## config.mk

```make
export PLATFORM = sky130hd
export DESIGN_NAME = fixed_to_float
export DESIGN_NICKNAME = d
export VERILOG_FILES = /design/src/rtl/fixed_to_float.sv
export SDC_FILE = /design/constraint.sdc
export NUM_CORES = 1
export LEC_CHECK = 0
export CORE_ASPECT_RATIO = 0.9
export CORE_UTILIZATION = 58
export CTS_CLUSTER_DIAMETER = 30
export DETAILED_ROUTE_END_ITERATION = 6
export PLACE_DENSITY = 0.86
export SETUP_SLACK_MARGIN = 0.1
export SYNTH_ARGS = -nofsm -noshare
export SYNTH_HDL_FRONTEND = slang
export SYNTH_SLANG_ARGS = --single-unit
```

## constraint.sdc

```tcl
create_clock -name clk -period 5.8 [get_ports clk]
set_input_delay 1.16 -clock clk [delete_from_list [all_inputs] [get_ports clk]]
set_output_delay 1.16 -clock clk [all_outputs]
set_load 0.02 [all_outputs]
```

## src/rtl/fixed_to_float.sv

```systemverilog
// Sequential 32-bit two's-complement fixed-point to IEEE-754 single converter.
// Leading-one search normalizes one bit per cycle; valid/ready on both sides.
//
// Ports:
//   clk          rising-edge clock
//   rst          asynchronous reset, active low
//   in_valid     fixed/fixpointpos valid        in_ready   block accepts input
//   fixed        two's-complement input word    fixpointpos fractional bits
//   out_valid    result valid                   out_ready  consumer accepts
//   result       IEEE-754 single result         busy       not IDLE
//
// Optional: define FIXED_TO_FLOAT_ROUND_NEAREST_EN for round-to-nearest-even
// packing; the default build truncates the low byte of the magnitude.
module fixed_to_float #(
    parameter int WIDTH  = 32,
    parameter int FRAC_W = 5
) (
    input  logic              clk,
    input  logic              rst,
    input  logic              in_valid,
    output logic              in_ready,
    input  logic [WIDTH-1:0]  fixed,
    input  logic [FRAC_W-1:0] fixpointpos,
    output logic              out_valid,
    input  logic              out_ready,
    output logic [31:0]       result,
    output logic              busy
);

    typedef enum logic [1:0] {
        IDLE,
        NORM,
        PACK,
        HOLD
    } state_t;

    state_t            state_q;
    logic              sign_q;
    logic [31:0]       mag_q;
    logic [FRAC_W-1:0] fp_q;
    logic [4:0]        s_q;
    logic [31:0]       result_q;
    logic              out_valid_q;
    logic              in_ready_q;
    logic              busy_q;

    logic [31:0] mag_in_d;
    logic [7:0]  exp_d;
    logic [22:0] mant_d;
    logic [31:0] pack_d;

`ifdef FIXED_TO_FLOAT_ROUND_NEAREST_EN
    logic [7:0]  guard_d;
    logic        rnd_d;
    logic [23:0] mant_r_d;
`endif

    // Magnitude of the incoming word; 0x80000000 maps onto itself.
    always_comb begin
        mag_in_d = fixed[31] ? (~fixed + 32'd1) : fixed;
    end

    always_comb begin
        // Range is 96..158, so the low 8 bits hold the full exponent.
        exp_d  = 8'(9'd158 - 9'(s_q) - 9'(fp_q));
        mant_d = mag_q[30:8];
`ifdef FIXED_TO_FLOAT_ROUND_NEAREST_EN
        guard_d  = mag_q[7:0];
        rnd_d    = (guard_d > 8'h80) ||
                   ((guard_d == 8'h80) && mant_d[0]);
        mant_r_d = {1'b0, mant_d} + {23'd0, rnd_d};
        if (mant_r_d[23]) begin
            mant_d = 23'd0;
            exp_d  = exp_d + 8'd1;
        end else begin
            mant_d = mant_r_d[22:0];
        end
`endif
        if (mag_q == 32'd0) begin
            pack_d = 32'h0000_0000;
        end else begin
            pack_d = {sign_q, exp_d, mant_d};
        end
    end

    always_ff @(posedge clk or negedge rst) begin
        if (!rst) begin
            state_q     <= IDLE;
            sign_q      <= 1'b0;
            mag_q       <= 32'd0;
            fp_q        <= '0;
            s_q         <= 5'd0;
            result_q    <= 32'd0;
            out_valid_q <= 1'b0;
            in_ready_q  <= 1'b1;
            busy_q      <= 1'b0;
        end else begin
            unique case (state_q)
                IDLE: begin
                    if (in_valid) begin
                        sign_q     <= fixed[31];
                        mag_q      <= mag_in_d;
                        fp_q       <= fixpointpos;
                        s_q        <= 5'd0;
                        in_ready_q <= 1'b0;
                        busy_q     <= 1'b1;
                        state_q    <= NORM;
                    end
                end
                NORM: begin
                    if (mag_q[31] || (mag_q == 32'd0)) begin
                        state_q <= PACK;
                    end else begin
                        mag_q <= {mag_q[30:0], 1'b0};
                        s_q   <= s_q + 5'd1;
                    end
                end
                PACK: begin
                    result_q    <= pack_d;
                    out_valid_q <= 1'b1;
                    state_q     <= HOLD;
                end
                HOLD: begin
                    if (out_ready) begin
                        out_valid_q <= 1'b0;
                        in_ready_q  <= 1'b1;
                        busy_q      <= 1'b0;
                        state_q     <= IDLE;
                    end
                end
                default: state_q <= IDLE;
            endcase
        end
    end

    assign in_ready  = in_ready_q;
    assign out_valid = out_valid_q;
    assign result    = result_q;
    assign busy      = busy_q;

endmodule

```

* Yosys cells after proc, flatten, opt, wreduce, memory -nomap -nowiden
Index checks and enable logic that the tools add are counted.
** Cells by class
- $add $sub $neg :: 4
- Equality and inequality tests :: 7
- Multiplexer cells :: 19
- Bitwise operators :: 1
- Reduce and logical (&&, ||, !) cells :: 11
** Operators with widths (number)
- $mux 32 :: 4
- $pmux 32 s2 :: 1
- $add 32x1->32 const B :: 1
- $logic_not 32->1 :: 1
- $not 32->32 :: 1
- $mux 5 :: 2
- $pmux 5 s2 :: 1
- $reduce_and 3->1 :: 3
- $ne 2x2->1 const B :: 4
- $pmux 2 s4 :: 1
- $sub 8x5->8 :: 1
- $sub 8x5->8 const A :: 1
- $mux 2 :: 3
- $pmux 1 s2 :: 3
- $reduce_bool 2->1 :: 3
- $add 5x1->5 const B :: 1
- $eq 2x2->1 const B :: 2
- $mux 1 :: 4
- $reduce_and 2->1 :: 2
- $eq 2x1->1 const B :: 1
- $logic_not 2->1 :: 1
- $logic_or 1x1->1 :: 1
** Word-level totals
- Flip-flop bits (word level) :: 80
- Input bits :: 41
- Output and inout bits :: 35
- Word-level logic and storage cells :: 51

* Depth between registers and ports, before layout
Gate-level depths: netlist (run 1).
- Depth in word-level cells :: 5
- Depth in mapped cells :: 9
- Gate-level depth less buffers :: 9

* Worst setup path after synthesis (run 1)
Ideal clock, no wire load.
- Path kind :: input-to-reg
- Start :: input fixed[0]
- End :: register mag_q[30]
- Setup time :: 0.133 ns
- Data arrival time :: 3.002 ns
- Data required time :: 5.667 ns
- Path slack :: 2.665 ns
- Stages on the path :: 8
- Path buffers :: 1
- Path through :: inv_1 ha_1 or3b_2 clkbuf_1 or4_1 nor4_1 mux2i_1 nand4_1
** Between the ends
- Cells in the longest elaborated chain, start to end :: 5
** Ends and longest elaborated chain
- start: declaration :: RTL line 22 : input logic [WIDTH-1:0] fixed,
- $not 32->32 :: RTL line 60 : mag_in_d = fixed[31] ? (~fixed + 32'd1) : fixed;
- $add 32x1->32 :: RTL line 60
- $mux 32 :: RTL line 60
- $mux 32 :: RTL line 100 : if (in_valid) begin
- $pmux 32 s2 :: RTL line 98 : unique case (state_q)
- end signal: assignment :: RTL line 102 : mag_q <= mag_in_d;
- end signal: assignment :: RTL line 114 : mag_q <= {mag_q[30:0], 1'b0};
- end: declaration :: RTL line 39 : logic [31:0] mag_q;
Every way passes these cells. The select of a mux whose other input is x is not followed.
A chain may end at the register's enable or synchronous reset.

* Worst setup path after layout (run 1)
- Start :: input in_valid
- End :: register mag_q[2]
** Between the ends
- Cells in the longest elaborated chain, start to end :: 2
** Ends and longest elaborated chain
- start: declaration :: RTL line 20 : input logic in_valid,
- $ne 2x2->1 (no line)
- $reduce_and 3->1 (no line)
Every way passes these cells.

==> out/results.ini, run 1 <==
[sta]
post-route-period-util = 0.640
tightest_slew_ns = 1.24
finClkSkew_ns = 0.0109
rsz0062_at_grt = no
min_period_ns = 3.71
relSlewSlack = 0.174
clock.fmax_mhz = 270
tns_ns = 0
setup_viol = 0
hold_violations = 0
drv_slew = 0

[synthesis]
synth.cell_area_mm2 = 0.00460
syn_avg_cell_area_um2 = 10.2
yosysWarnings = 0
yosys.area.top_type = dfrtp_1
yosysSeqAreaShare = 0.436
synth_edf_count = 0
ys_ff_latch = 80
syn_nets = 510
synth.distinct_cells = 52
ys.flop_type = dfrtp_1
async_flop_share = 1.00
synthCells = 451
synth_top_cell_area_share = 0.430
synthTopCellsByArea = dfrtp_1 43%, mux2_2 6.4%, a22o_1 5.7%, xor2_1 5.0%, ha_1 4.4%

[setup_path]
cp_slowest_cell = nand2_1
cp_top_family = simple AND/OR/NAND/NOR gates
crit_buf_inv = 1
startpoint_type = input pin
path_max_fanout = 25
worstPathRequired_ns = 6.03
crit_path_cell_trace = clkdlybuf4s50_1 > mux2i_1 > or2_2 > nand2_1 > mux2_2
arrival_ns = 3.94
endpoint_kind = register
cp_slowest_stage_delay_ns = 0.66
crit_type = input pin to register

[floorplan]
ioPinCount = 76
die_y_um = 86.5
die-area_mm2 = 0.00829
row_count = 30
initial_core_util = 0.603
core_mm2 = 0.00762
dieWidth_um = 95.8

[clock_network]
cts_inserted_buffers = 9
clk_path_buf_depth = 2
cts_setup_buffers = 0
clockRootBuffer = clkbuf_8
clkTransAtPathRegs_ns = 0.08
clkSinkCount = 80
cts_tree = built
htree_num_levels = 3
cts_resized = 0
insertion_delay_ns = 0.36
cts_hold_buffers = 0

[route]
vias_per_cell = 6.43
routed_wirelength_um = 11100
drt-wirelength-per-cell_um = 18.2
drtPass1Iterations = 5
drc_errors = 0
drt.antenna.violating_nets = 0
initialDrtViolationCount = 282
vias = 3916

[global_route]
grtUsageTotal = 0.284
grt_max_degree = 81
grt_overflow = 0
grt_pass1_wl_um = 18100
antenna_found_initial = 0
grt_pass1_vias = 3728

[placed_design]
hpwl_um = 7530
place_area_mm2 = 0.00537
place_congestion = 0.960
io_buffers = 75

[layout]
nNetsFinal = 567
layout-area-overhead-vs-synth_pct = 21.3
finish.instance_area_mm2 = 0.00558
nFillCells = 576
layout-drive-gt1-share = 0.113
diodes = 0

[run]
drv_cap = 0

[power_and_ir_drop]
ir_worst_vdd_v = 0.000286
power_density_mw_per_mm2 = 552
leakage_nw = 2.28

[min_path]
hold_path_class = register to register

[run_status]
status = finished, final reports clean

[path summary, 6_finish.rpt]
| kind | from | endpoint | slack [ns] | depth (start not counted) |
|---|---|---|---|---|
| worst min-delay path | result[30] | result[30] | 0.49 | 1 |
| worst max-delay path | in_valid | mag_q[2] | 2.09 | 5 |
| worst max register to register | state_q[0] | mag_q[2] | 2.47 | 6 |
| max in group asynchronous | rst | result[10] | 4.19 | 1 |
| worst min register to register | result[30] | result[30] | 0.49 | 1 |
| min in group asynchronous | rst | fp_q[3] | 0.96 | 1 |
[per-stage QoR]
| stage | power [mW] | cells | util | hold slack [ns] | setup WS (ns) |
|---|---|---|---|---|---|
| after detailed placement | 2.63 | 593 | 0.704 | 0.477 | 1.83 |
| after global routing | 3.29 | 609 | 0.732 | 0.528 | 1.93 |
| after CTS | 3.08 | 609 | 0.732 | 0.495 | 2.18 |
| after floorplan | 2.12 | 451 | - | 0.461 | 2.67 |
| after global placement | 2.55 | 593 | 0.704 | 0.473 | 1.87 |
| final | 3.08 | 609 | 0.732 | 0.490 | 2.09 |
[layer usage]
metal | global-route usage | share of wire | vias to the layer above
met3 | 0.0518 | 0.054 | 26
met2 | 0.463 | 0.48 | 173
li1 | - | - | 1813
met4 | 0.107 | 0.024 | 0
met1 | 0.378 | 0.44 | 1904
met5 | 0 | 0 | -
[layout make-up]
| class | count | area [µm²] | share of cell area |
|---|---|---|---|
| well taps | 96 | 120 | 0.0215 |
| inverters | 18 | 67.6 | 0.0121 |
| clock inverters | 4 | 53.8 | 0.00965 |
| repair buffers | 78 | 771 | 0.138 |
| multi-input cells | 321 | 2410 | 0.431 |
| flip-flops and latches | 80 | 2000 | 0.359 |
| clock buffers | 12 | 155 | 0.0278 |
[report_power, final]
part           total (mW)  switching, mW  internal (mW)
logic                1.61          0.855          0.753
clock network       0.433          0.210          0.223
registers            1.04          0.213          0.823
total                3.08           1.28           1.80
[flip-flops by register name, summed over array words and instances (netlist names)]
| name | count |
|---|---|
| state_q | 2 |
| fp_q | 5 |
| result | 32 |
| in_ready | 1 |
| s_q | 5 |
| busy | 1 |
| out_valid | 1 |
| sign_q | 1 |
| mag_q | 32 |
[cells in the final DEF, fill, tap and decap left out, types with 2 or more instances in the layout]
| master | instances |
|---|---|
| a21o_1 | 2 |
| a21oi_1 | 7 |
| a221o_1 | 2 |
| a22o_1 | 30 |
| and3_1 | 2 |
| buf_4 | 4 |
| clkbuf_8 | 11 |
| clkdlybuf4s50_1 | 74 |
| clkinvlp_4 | 2 |
| dfrtp_1 | 79 |
| fa_1 | 2 |
| ha_1 | 15 |
| inv_1 | 18 |
| mux2_2 | 26 |
| mux2i_1 | 4 |
| nand2_1 | 32 |
| nand2b_1 | 5 |
| nand3_1 | 16 |
| nand4_1 | 14 |
| nor2_1 | 14 |
| nor2b_1 | 2 |
| nor3_1 | 2 |
| nor3b_1 | 3 |
| nor4_1 | 10 |
| o211ai_1 | 10 |
| o21ai_0 | 30 |
| o2bb2ai_1 | 3 |
| o311ai_0 | 2 |
| o31ai_1 | 10 |
| o41ai_1 | 8 |
| o41ai_2 | 2 |
| or2_2 | 4 |
| or3_1 | 4 |
| or4_1 | 14 |
| or4_4 | 2 |
| xor2_1 | 26 |
[cells in the mapped netlist (all sizes together), types with 3 or more instances]
cell      n
dfrtp    79
nand2    32
o21ai    31
a22o     30
clkbuf   30
mux2     26
xor2     26
inv      18
ha       16
nand3    16
or4      16
nand4    14
nor2     14
o31ai    11
nor4     10
o211ai   10
o41ai    10
a21oi     7
nand2b    5
mux2i     4
or2       4
or3       4
nor3b     3
o2bb2ai   3
[worst reg2reg max path, stage by stage, from the launching register on]
cell	delay [ns]
dfrtp_1	0.41
inv_1	0.14
ha_1	0.31
mux2i_1	0.64
or2_2	0.54
nand2_1	0.67
mux2_2	0.52
[logic make-up after synthesis]
| group | after synthesis | synth area share |
|---|---|---|
| fa+ha+maj | 18 | 0.0523 |
| simple gates | 130 | 0.157 |
| flops | 80 | 0.436 |
| xor+xnor | 27 | 0.0514 |
| mux | 30 | 0.0724 |
| compound gates | 116 | 0.190 |
| buf+inv | 50 | 0.0414 |
No activity file was read; power rests on OpenSTA's default activity.
==> run 2: changes to the inputs <==
--- a/config.mk
+++ b/config.mk
@@ -6,10 +6,10 @@
 export NUM_CORES = 1
 export LEC_CHECK = 0
 export CORE_ASPECT_RATIO = 0.9
-export CORE_UTILIZATION = 58
+export CORE_UTILIZATION = 49
 export CTS_CLUSTER_DIAMETER = 30
 export DETAILED_ROUTE_END_ITERATION = 6
-export PLACE_DENSITY = 0.86
+export PLACE_DENSITY = 0.77
 export SETUP_SLACK_MARGIN = 0.1
 export SYNTH_ARGS = -nofsm -noshare
 export SYNTH_HDL_FRONTEND = slang
==> constraint.sdc (replaced) <==
create_clock -name clk -period 3.1 [get_ports clk]
set_input_delay 0.62 -clock clk [delete_from_list [all_inputs] [get_ports clk]]
set_output_delay 0.62 -clock clk [all_outputs]
set_load 0.02 [all_outputs]
==> run 2 against run 1 <==
Effect of this change:
- worst hold slack lost 0.083 ns
- non-clock buffer count up 30
- core utilization shrank 9.2 points
- clock skew decreased by 0.00079 ns
- cell count increased by 9.0%
- clock power rose by 90%
- critical path depth rose by 1
- combinational power up 91%
- final area increased by 4.6%
- critical path type unchanged
==> out/results.ini, run 2 (synthesis results as in run 1) <==
[floorplan]
die_y_um = 93.9  ; +8.6%
row_count = 33  ; +10%
initial_core_util = 0.504  ; -0.0995
core_mm2 = 0.00913  ; +20%
dieWidth_um = 104  ; +8.6%
die-area_mm2 = 0.00977  ; +18%
ioPinCount = 76  ; unchanged

[route]
drt-wirelength-per-cell_um = 17.2  ; -5.5%
drtPass1Iterations = 5  ; unchanged
initialDrtViolationCount = 206  ; -27%
routed_wirelength_um = 11400  ; +3.0%
vias_per_cell = 6.09  ; -5.4%
drc_errors = 0  ; unchanged
drt.antenna.violating_nets = 0  ; unchanged
vias = 4041  ; +3.2%

[setup_path]
cp_slowest_cell = or4_1
arrival_ns = 3.03  ; -0.91 ns
path_max_fanout = 7  ; -72%
cp_top_family = simple AND/OR/NAND/NOR gates
crit_top_cell = or4_1
reg2reg_setup_slack_ns = 0.64  ; -1.83 ns
reg2reg_depth = 5  ; -1
timing.rr.end = state_q[1]
worstPathRequired_ns = 3.34  ; -2.69 ns
crit_path_cell_trace = clkdlybuf4s50_1 > or4_1 > or4_1 > nor4b_1 > o21ai_1 > o2111a_1
crit_buf_inv = 1  ; unchanged
cp_slowest_stage_delay_ns = 0.73  ; +0.07 ns
rr_startpoint = mag_q[22]
endpoint_kind = register
crit_type = input pin to register
startpoint_type = input pin

[sta]
clock.fmax_mhz = 359
relSlewSlack = 0.330  ; +0.156
hold_violations = 0  ; unchanged
setup_ws_ns = 0.313  ; -1.78 ns
tightest_slew_ns = 1.00  ; -0.234 ns
tns_ns = 0  ; unchanged
finClkSkew_ns = 0.0101  ; -0.000787 ns
post-route-period-util = 0.899
rsz0062_at_grt = no
setup_viol = 0  ; unchanged
drv_slew = 0  ; unchanged
min_period_ns = 2.79

[run_status]
status = finished, final reports clean

[placed_design]
place_congestion = 0.922  ; -3.9%
place_area_mm2 = 0.00563  ; +4.8%
hpwl_um = 8120  ; +7.8%
dp_slack_ns = -0.0276  ; -1.86 ns
io_buffers = 75  ; unchanged

[clock_network]
clkSinkCount = 80  ; unchanged
cts_hold_buffers = 0  ; unchanged
cts_tree = built
cts_resized = 0  ; unchanged
clkTransAtPathRegs_ns = 0.08  ; about the same
cts_inserted_buffers = 9  ; unchanged
htree_num_levels = 3  ; unchanged
insertion_delay_ns = 0.35  ; about the same
clockRootBuffer = clkbuf_8
clk_path_buf_depth = 2  ; unchanged
cts_setup_buffers = 0  ; unchanged

[global_route]
grtUsageTotal = 0.251  ; -0.0334
grt_use_met1 = 0.335  ; -0.0427
top_usage_layer = met2
grt_max_degree = 81  ; unchanged
grt_pass1_vias = 3936  ; +5.6%
antenna_found_initial = 0  ; unchanged
grtUsageMet3 = 0.0492  ; -0.00252
grt_pass1_wl_um = 19400  ; +7.4%
grt_overflow = 0  ; unchanged
use_met2 = 0.412  ; -0.0508

[min_path]
hold_path_class = input pin to asynchronous set/reset pin

[power_and_ir_drop]
power_density_mw_per_mm2 = 1000  ; +82%
leakage_nw = 2.43  ; +6.5%
ir_worst_vdd_v = 0.000476  ; +66%
total_power_mw = 5.85  ; +90%

[layout]
utilization = 0.640  ; -0.0923
layout-drive-gt1-share = 0.161  ; +0.0475
final_cell_mix = 79 x dfrtp_1, 74 x clkdlybuf4s50_1, 34 x buf_4, 32 x nand2_1
diodes = 0  ; unchanged
finish.instance_area_mm2 = 0.00584  ; +4.6%
nNetsFinal = 597  ; +5.3%
layout-area-overhead-vs-synth_pct = 26.9
final_common_cell = dfrtp_1

[run]
drv_cap = 0  ; unchanged

[run 2: per-stage QoR]
step	hold WS [ns]	std cells
global placement	0.473	649
global route	0.508	664
floorplan	0.324	451
finish	0.407	664
CTS	0.465	664
detailed placement	0.482	649
[run 2: power breakdown]
part	switching, mW	internal, mW	total [mW]
combinational	1.61	1.47	3.08
clock	0.373	0.451	0.824
sequential	0.402	1.54	1.94
[run 2: layout make-up]
type                            count  area [µm²]
Inverter                           18        67.6
Timing Repair Buffer              108         996
Clock inverter                      5        82.6
Fill cell                         754        3290
Tap cell                          122         153
Clock buffer                       10         128
Multi-Input combinational cell    321        2410
Sequential cell                    80        2000
[run 2: per-layer routing]
metal  vias up  part of all wire
met2       160              0.48
met1      1976              0.45
met4         0             0.018
li1       1881                 -
met3        24             0.060
met5         -                 0
[run 2: how the worst max path moves through the flow]
stage / slack [ns] / startpoint / endpoint / cells after the start
finish: 0.31 / fixed[10] / mag_q[29] / 6
floorplan: 0.51 / fixed[0] / mag_q[30] / 8
detailed placement: -0.03 / fixed[10] / mag_q[25] / 6
global route: 0.20 / fixed[10] / mag_q[29] / 6
global placement: -0.002 / fixed[10] / mag_q[25] / 6
CTS: 0.34 / fixed[10] / mag_q[29] / 6
